**src/rtl/pc_sequencer.sv**
```systemverilog
// Program-counter sequencer: fetch/execute phase, next-address generation,
// and a hardware call/return stack with sticky overflow/underflow flags.
module pc_sequencer #(
   parameter int                  ADDR_W      = 12,
   parameter int                  STACK_DEPTH = 4,
   parameter logic [ADDR_W-1:0]   RESET_ADDR  = '0,
   localparam int                 DEPTH_W     = $clog2(STACK_DEPTH + 1)
) (
   input  logic               clk,
   input  logic               reset,
   input  logic               run,
   input  logic [2:0]         op,
   input  logic [ADDR_W-1:0]  target,
   input  logic               err_clr,
   output logic [ADDR_W-1:0]  addr,
   output logic               phase,
   output logic [DEPTH_W-1:0] depth,
   output logic               ovf,
   output logic               unf
);

   typedef enum logic [2:0] {
      OP_INC  = 3'b000,
      OP_SKIP = 3'b001,
      OP_JMP  = 3'b010,
      OP_BRA  = 3'b011,
      OP_CALL = 3'b100,
      OP_RET  = 3'b101,
      OP_HOLD = 3'b110,
      OP_RSVD = 3'b111
   } op_e;

   logic [ADDR_W-1:0]  addr_q,  addr_d;
   logic               phase_q, phase_d;
   logic [DEPTH_W-1:0] depth_q, depth_d;
   logic               ovf_q,   ovf_d;
   logic               unf_q,   unf_d;
   // Entry 0 is the top of stack; a push shifts toward the end, dropping the oldest.
   logic [ADDR_W-1:0]  stack_q [STACK_DEPTH];
   logic [ADDR_W-1:0]  stack_d [STACK_DEPTH];

   logic stack_full, stack_empty;
   assign stack_full  = (depth_q == DEPTH_W'(STACK_DEPTH));
   assign stack_empty = (depth_q == '0);

   // NOTE: every _d gets a default first so no path leaves it unassigned (no latch).
   always_comb begin
      addr_d  = addr_q;
      phase_d = phase_q;
      depth_d = depth_q;
      stack_d = stack_q;
      ovf_d   = err_clr ? 1'b0 : ovf_q;
      unf_d   = err_clr ? 1'b0 : unf_q;

      if (run) begin
         phase_d = ~phase_q;
         if (!phase_q) begin
            case (op_e'(op))
               OP_SKIP: addr_d = addr_q + ADDR_W'(2);
               OP_JMP:  addr_d = target;
               OP_BRA:  addr_d = addr_q + target;
               OP_CALL: begin
                  stack_d[0] = addr_q + ADDR_W'(1);
                  for (int i = 1; i < STACK_DEPTH; i++) stack_d[i] = stack_q[i-1];
                  addr_d = target;
                  if (stack_full) ovf_d   = 1'b1;
                  else            depth_d = depth_q + DEPTH_W'(1);
               end
               OP_RET: begin
                  if (stack_empty) begin
                     addr_d = addr_q + ADDR_W'(1);
                     unf_d  = 1'b1;
                  end else begin
                     addr_d = stack_q[0];
                     for (int i = 0; i < STACK_DEPTH - 1; i++) stack_d[i] = stack_q[i+1];
                     depth_d = depth_q - DEPTH_W'(1);
                  end
               end
               OP_HOLD: addr_d = addr_q;
               default: addr_d = addr_q + ADDR_W'(1);
            endcase
         end
      end
   end

   // NOTE: sequential state uses non-blocking assignments only.
   always_ff @(posedge clk) begin
      if (!reset) begin
         addr_q  <= RESET_ADDR;
         phase_q <= 1'b1;
         depth_q <= '0;
         ovf_q   <= 1'b0;
         unf_q   <= 1'b0;
      end else begin
         addr_q  <= addr_d;
         phase_q <= phase_d;
         depth_q <= depth_d;
         ovf_q   <= ovf_d;
         unf_q   <= unf_d;
      end
   end

   // NOTE: stack storage is not reset; depth_q == 0 already marks it empty.
   always_ff @(posedge clk) begin
      stack_q <= stack_d;
   end

   assign addr  = addr_q;
   assign phase = phase_q;
   assign depth = depth_q;
   assign ovf   = ovf_q;
   assign unf   = unf_q;

endmodule

```
**config.mk**
```make
export PLATFORM = sky130hd
export DESIGN_NAME = pc_sequencer
export DESIGN_NICKNAME = d
export VERILOG_FILES = /design/src/rtl/pc_sequencer.sv
export SDC_FILE = /design/constraint.sdc
export NUM_CORES = 1
export LEC_CHECK = 0
export CORE_MARGIN = 1.5
export CORE_UTILIZATION = 55
export CTS_CLUSTER_DIAMETER = 200
export CTS_CLUSTER_SIZE = 16
export DETAILED_ROUTE_END_ITERATION = 16
export PLACE_DENSITY = 0.83
export SLEW_MARGIN = 20
export SYNTH_ARGS = -nofsm -noshare
export SYNTH_HDL_FRONTEND = slang
export SYNTH_SLANG_ARGS = --single-unit
```
**constraint.sdc**
```tcl
create_clock -name clk -period 4.4 [get_ports clk]
set_input_delay 0.44 -clock clk [delete_from_list [all_inputs] [get_ports clk]]
set_output_delay 0.44 -clock clk [all_outputs]
set_load 0.02 [all_outputs]
```
==> results.sh, run 1 <==
export IMPL_io_pins=37
export IMPL_ant_nets=0
export IMPL_fin_crit_ns=2.61
export IMPL_worst_setup_path_start_kind="primary input"
export IMPL_cts_buffer_depth=2
export IMPL_worstMarginPinSlew_ns=0.929
export IMPL_p_leak_nw=1.56
export IMPL_num_fill_cells=555
export IMPL_htreeDepth=3
export IMPL_dr_pass1_iters=5
export IMPL_grt_max_degree=37
export IMPL_syn_inst=367
export IMPL_yosysTopAreaCellShare=0.364
export IMPL_cts_hold_buffers=0
export IMPL_worst_ir_drop_vdd_v=0.000187
export IMPL_die_area_sq_um=7710
export IMPL_layout_drive_gt1_share=0.158
export IMPL_insertion_delay_ns=0.34
export IMPL_power_mw=1.33
export IMPL_grt_pass1_vias=2914
export IMPL_drc=0
export IMPL_drt_initial_drc_count=191
export IMPL_die_w_um=87.8
export IMPL_cp_arrival_ns=2.90
export IMPL_drt_wirelength_per_cell_um=18.7
export IMPL_cts_setup_buffers=0
export IMPL_num_nets_final=433
export IMPL_end_kind="flop"
export IMPL_fin_crit_sh=0.594
export IMPL_finClkSkew_ns=0.0117
export IMPL_clkTransAtPathRegs_ns=0.07
export IMPL_numPortBuffers=36
export IMPL_worstPathRequired_ns=4.68
export IMPL_synth_edff_count=48
export IMPL_critPathKind="primary input to flop"
export IMPL_synth_seq_cells=66
export IMPL_fp_dieH_um=87.8
export IMPL_synthTopCellsByCount="edfxtp_1 (48), mux2_2 (28), a21oi_1 (26)"
export IMPL_routed_wl_mm=9.35
export IMPL_yosys_top_cells_area="edfxtp_1 (36%), dfxtp_1 (9.1%), mux2_2 (8.0%), ha_1 (4.1%), xnor2_1 (3.3%)"
export IMPL_synthDistinctLibCells=64
export IMPL_syn_avg_cell_area_sq_um=10.8
export IMPL_yosys_warnings=0
export IMPL_place_hpwl_mm=6.47
export IMPL_antenna_cells=0
export IMPL_drv_cap=0
export IMPL_synth_top_flop_cell="edfxtp_1"
export IMPL_area_delta_synth_final_pct=14.2
export IMPL_worstPathMaxFanout=2
export IMPL_start_util=0.576
export IMPL_cts_resized=0
export IMPL_cts_made_buffers=9
export IMPL_synth_net_count=401
export IMPL_gr_total_overflow=0
export IMPL_post_synth_top_count_cell="edfxtp_1"
export IMPL_setup_viol=0
export IMPL_run_status="complete, no violations"
export IMPL_synthArstFlopShare=0
export IMPL_cts_tree="done"
export IMPL_finish_utilization=0.658
export IMPL_slew_violations=0
export IMPL_hold_violations=0
export IMPL_ys_seq_area_frac=0.456
export IMPL_viasPerCell=6.18
export IMPL_via_count=3090
export IMPL_design_area_sq_um=4520
export IMPL_pwr_density_cell_nw_per_um2=293
export IMPL_grt_pass1_wl_mm=14.9
export IMPL_syn_area_sq_um=3960
export IMPL_placementRows=30
export IMPL_max_slew_margin=0.378
export IMPL_rsz0062_at_grt="no"
export IMPL_fin_tns_setup_ns=0
export IMPL_yosysTopAreaCell="edfxtp_1"
export IMPL_gp_congestion=0.961
export IMPL_cts_sinks=66
export IMPL_antenna_found_initial=0
export IMPL_core_area_sq_um=6870
export IMPL_placed_cell_area_sq_um=4370
export IMPL_max_clock_freq_mhz=383
export IMPL_track_usage=0.254
export IMPL_root_buffer="clkbuf_8"
export IMPL_hp_class="flop to flop"
cells by family (layout without fill, tap and decap cells):
logic type      after synthesis  after routing  share of synthesized area
mux                          28             28                     0.0797
fa+ha+maj                    16             16                     0.0538
simple gates                103            103                      0.145
compound gates              103            103                      0.178
buf+inv                      28             65                     0.0364
flops                        66             66                      0.456
xor+xnor                     23             23                     0.0509
flip-flops by register name, indices dropped and copies added, names as in the netlist:
name,count
phase,1
unf,1
stack_q,48
addr,12
ovf,1
depth,3
layout by cell type, fill, tap and decap left out, types with 8 or more instances in the layout:
| master | instances |
|---|---|
| mux2_2 | 28 |
| nand3_1 | 10 |
| ha_1 | 13 |
| nand2_1 | 19 |
| inv_1 | 8 |
| clkbuf_8 | 9 |
| dfxtp_1 | 18 |
| nor2_1 | 25 |
| o21ai_0 | 20 |
| clkdlybuf4s50_1 | 36 |
| xor2_1 | 8 |
| a221oi_1 | 9 |
| a21oi_1 | 26 |
| xnor2_1 | 15 |
| edfxtp_1 | 48 |
power by group:
part           total [mW]  internal [mW]  switching [mW]
clock network       0.418          0.197           0.221
logic               0.209         0.0955           0.113
registers           0.698          0.676          0.0220
total                1.33          0.969           0.356
metrics by stage:
stage	cells	hold slack, ns	setup WS [ns]
after detailed placement	484	0.434	1.47
after floorplan	367	0.422	0.616
after global routing	500	0.470	1.65
after CTS	500	0.447	1.81
after global placement	484	0.425	1.50
final	500	0.450	1.79
final cells by class:
| type | instances | area [sq um] | share of cell area |
|---|---|---|---|
| Clock inverter | 5 | 21.3 | 0.00471 |
| Clock buffer | 11 | 131 | 0.0291 |
| Tap cell | 96 | 120 | 0.0266 |
| Sequential cell | 66 | 1800 | 0.399 |
| Multi-Input combinational cell | 273 | 2020 | 0.447 |
| Timing Repair Buffer | 40 | 390 | 0.0864 |
| Inverter | 9 | 33.8 | 0.00748 |
critical path, stage by stage:
cell and delay (ns):
clkdlybuf4s50_1 0.46, ha_1 0.25, fa_1 0.40, a21oi_1 0.20
o21ai_0 0.17, a31o_2 0.29, a221oi_1 0.26, mux2_2 0.37
nand2_1 0.06
per-layer routing:
layer,global-route usage,vias to the layer above,wire (um)
li1,-,1455,-
met1,0.342,1513,4220
met2,0.414,109,4430
met3,0.0584,13,578
met4,0.0707,0,124
met5,0,-,0
worst paths after layout:
kind / cells past startpoint / slack [ns] / to / start
setup reg to reg: 8 / 1.86 / addr[10] / addr[0]
hold reg to reg: 0 / 0.45 / stack_q[3] / stack_q[15]
setup / recovery: 9 / 1.79 / addr[10] / target[0]
hold / removal: 0 / 0.45 / stack_q[3] / stack_q[15]
Note: power is estimated with default switching activity, not from simulation.
==> run 2: changes to the inputs <==
==> constraint.sdc (replaced) <==
create_clock -name clk -period 2.6 [get_ports clk]
set_input_delay 0.26 -clock clk [delete_from_list [all_inputs] [get_ports clk]]
set_output_delay 0.26 -clock clk [all_outputs]
set_load 0.02 [all_outputs]
==> results.sh, run 2 (synthesized netlist as in run 1, its figures left out) <==
export IMPL_run_status="complete, no violations"
export IMPL_largest_reg_flops=48
export IMPL_cts_setup_buffers=0
export IMPL_clkTransAtPathRegs_ns=0.08
export IMPL_min_to="stack_q[6]"
export IMPL_final_common_cell="edfxtp_1"
export IMPL_r2r_setup_slack_ns=0.26
export IMPL_finClkSkew_ns=0.00795
export IMPL_crit_cells=9
export IMPL_power_mw=2.46
export IMPL_fin_crit_ns=2.38
export IMPL_p_leak_nw=1.70
export IMPL_pre_cts_slack_ns=-0.111
export IMPL_core_area_sq_um=6870
export IMPL_gr_total_overflow=0
export IMPL_max_clock_freq_mhz=420
export IMPL_use_met3=0.0547
export IMPL_fin_tns_setup_ns=0
export IMPL_crit_slowest_cell="clkdlybuf4s50_1"
export IMPL_r2r_start="addr[0]"
export IMPL_antenna_found_initial=0
export IMPL_r2r_end="addr[10]"
export IMPL_viasPerCell=6.12
export IMPL_grt_util_met1=0.359
export IMPL_area_delta_synth_final_pct=20.0
export IMPL_cp_cell_sequence="clkdlybuf4s50_1 > ha_1 > fa_1 > a21oi_1 > o21ai_0 > a31o_2 > a221oi_1 > mux2_2 > nand2_1"
export IMPL_critPathKind="primary input to flop"
export IMPL_r2r_cells=8
export IMPL_antenna_cells=0
export IMPL_io_pins=37
export IMPL_setup_slack_ns=0.221
export IMPL_insertion_delay_ns=0.36
export IMPL_hold_violations=0
export IMPL_final_cells=523
export IMPL_rsz0062_at_grt="no"
export IMPL_worstMarginPinSlew_ns=0.602
export IMPL_end_kind="flop"
export IMPL_drc=0
export IMPL_grt_busiest_layer="met2"
export IMPL_worst_ir_drop_vdd_v=0.000355
export IMPL_min_from="stack_q[18]"
export IMPL_root_buffer="clkbuf_8"
export IMPL_drv_cap=0
export IMPL_ant_nets=0
export IMPL_htreeDepth=3
export IMPL_drt_wirelength_per_cell_um=18.2
export IMPL_grt_pass1_wl_mm=15.7
export IMPL_cpLargestDelayFamily="compound AO/OA/AOI/OAI gates"
export IMPL_cts_tree="done"
export IMPL_die_w_um=87.8
export IMPL_num_fill_cells=530
export IMPL_fin_crit_sh=0.915
export IMPL_dr_pass1_iters=5
export IMPL_grt_max_degree=25
export IMPL_start_util=0.576
export IMPL_via_count=3200
export IMPL_cts_sinks=66
export IMPL_whs_path_depth=0
export IMPL_track_usage=0.273
export IMPL_place_hpwl_mm=6.86
export IMPL_grt_pass1_vias=3208
export IMPL_worst_setup_path_start_kind="primary input"
export IMPL_fp_dieH_um=87.8
export IMPL_worst_path_buf_inv=1
export IMPL_pwr_density_cell_nw_per_um2=518
export IMPL_routed_wl_mm=9.54
export IMPL_worstPathMaxFanout=2
export IMPL_layout_drive_gt1_share=0.215
export IMPL_num_nets_final=456
export IMPL_regMostFlops="stack_q"
export IMPL_die_area_sq_um=7710
export IMPL_cts_buffer_depth=2
export IMPL_hp_class="flop to flop"
export IMPL_grtUsageMet2=0.428
export IMPL_cts_resized=0
export IMPL_place_inst=507
export IMPL_setup_viol=0
export IMPL_numPortBuffers=36
export IMPL_final_cell_mix="edfxtp_1 (48), clkdlybuf4s50_1 (36), mux2_2 (28), buf_4 (27), a21oi_1 (26)"
export IMPL_cts_made_buffers=9
export IMPL_worstPathRequired_ns=2.90
export IMPL_max_slew_margin=0.599
export IMPL_slowest_delay_ns=0.43
export IMPL_gp_congestion=0.955
export IMPL_cts_hold_buffers=0
export IMPL_placementRows=30
export IMPL_slew_violations=0
export IMPL_drt_initial_drc_count=168
export IMPL_finish_utilization=0.691
export IMPL_cp_arrival_ns=2.68
==> run 2: metrics by stage <==
| stage | hold WS (ns) | area, sq um |
|---|---|---|
| after global placement | 0.426 | 4540 |
| after detailed placement | 0.432 | 4540 |
| final | 0.451 | 4750 |
| after CTS | 0.451 | 4750 |
| after global routing | 0.461 | 4750 |
| after floorplan | 0.422 | 3960 |
==> run 2: layer usage <==
metal  vias up  share of wire
li1       1510              -
met1      1526           0.43
met2       131           0.47
met3        33          0.061
met4         0          0.036
met5         -              0
==> run 2: final cells by class <==
class,count,area (sq um),share of cell area
multi-input cells,273,2030,0.427
flip-flops and latches,66,1800,0.380
repair buffers,63,563,0.119
clock buffers,9,124,0.0261
well taps,96,120,0.0253
clock inverters,7,77.6,0.0163
inverters,9,33.8,0.00712
==> run 2: worst max path at each step <==
stage / from / endpoint / slack [ns]
finish: target[0] / addr[10] / 0.22
global placement: target[0] / addr[10] / -0.07
global route: target[0] / addr[10] / 0.15
detailed placement: target[0] / addr[10] / -0.11
floorplan: depth[1] / stack_q[12] / 0.05
CTS: target[0] / addr[10] / 0.25
==> run 2: power breakdown <==
| part | internal, mW | switching [mW] | leakage, nW |
|---|---|---|---|
| clock network | 0.452 | 0.447 | 0.105 |
| registers | 1.14 | 0.0286 | 0.582 |
| logic | 0.183 | 0.206 | 1.01 |
| total | 1.78 | 0.682 | 1.70 |
==> run 3: changes to the inputs <==
--- a/config.mk
+++ b/config.mk
@@ -15,3 +15,4 @@
 export SYNTH_ARGS = -nofsm -noshare
 export SYNTH_HDL_FRONTEND = slang
 export SYNTH_SLANG_ARGS = --single-unit
+export TNS_END_PERCENT = 30
==> results of run 3 <==
No change in the layout: final DEF, timing and power equal those of run 2.
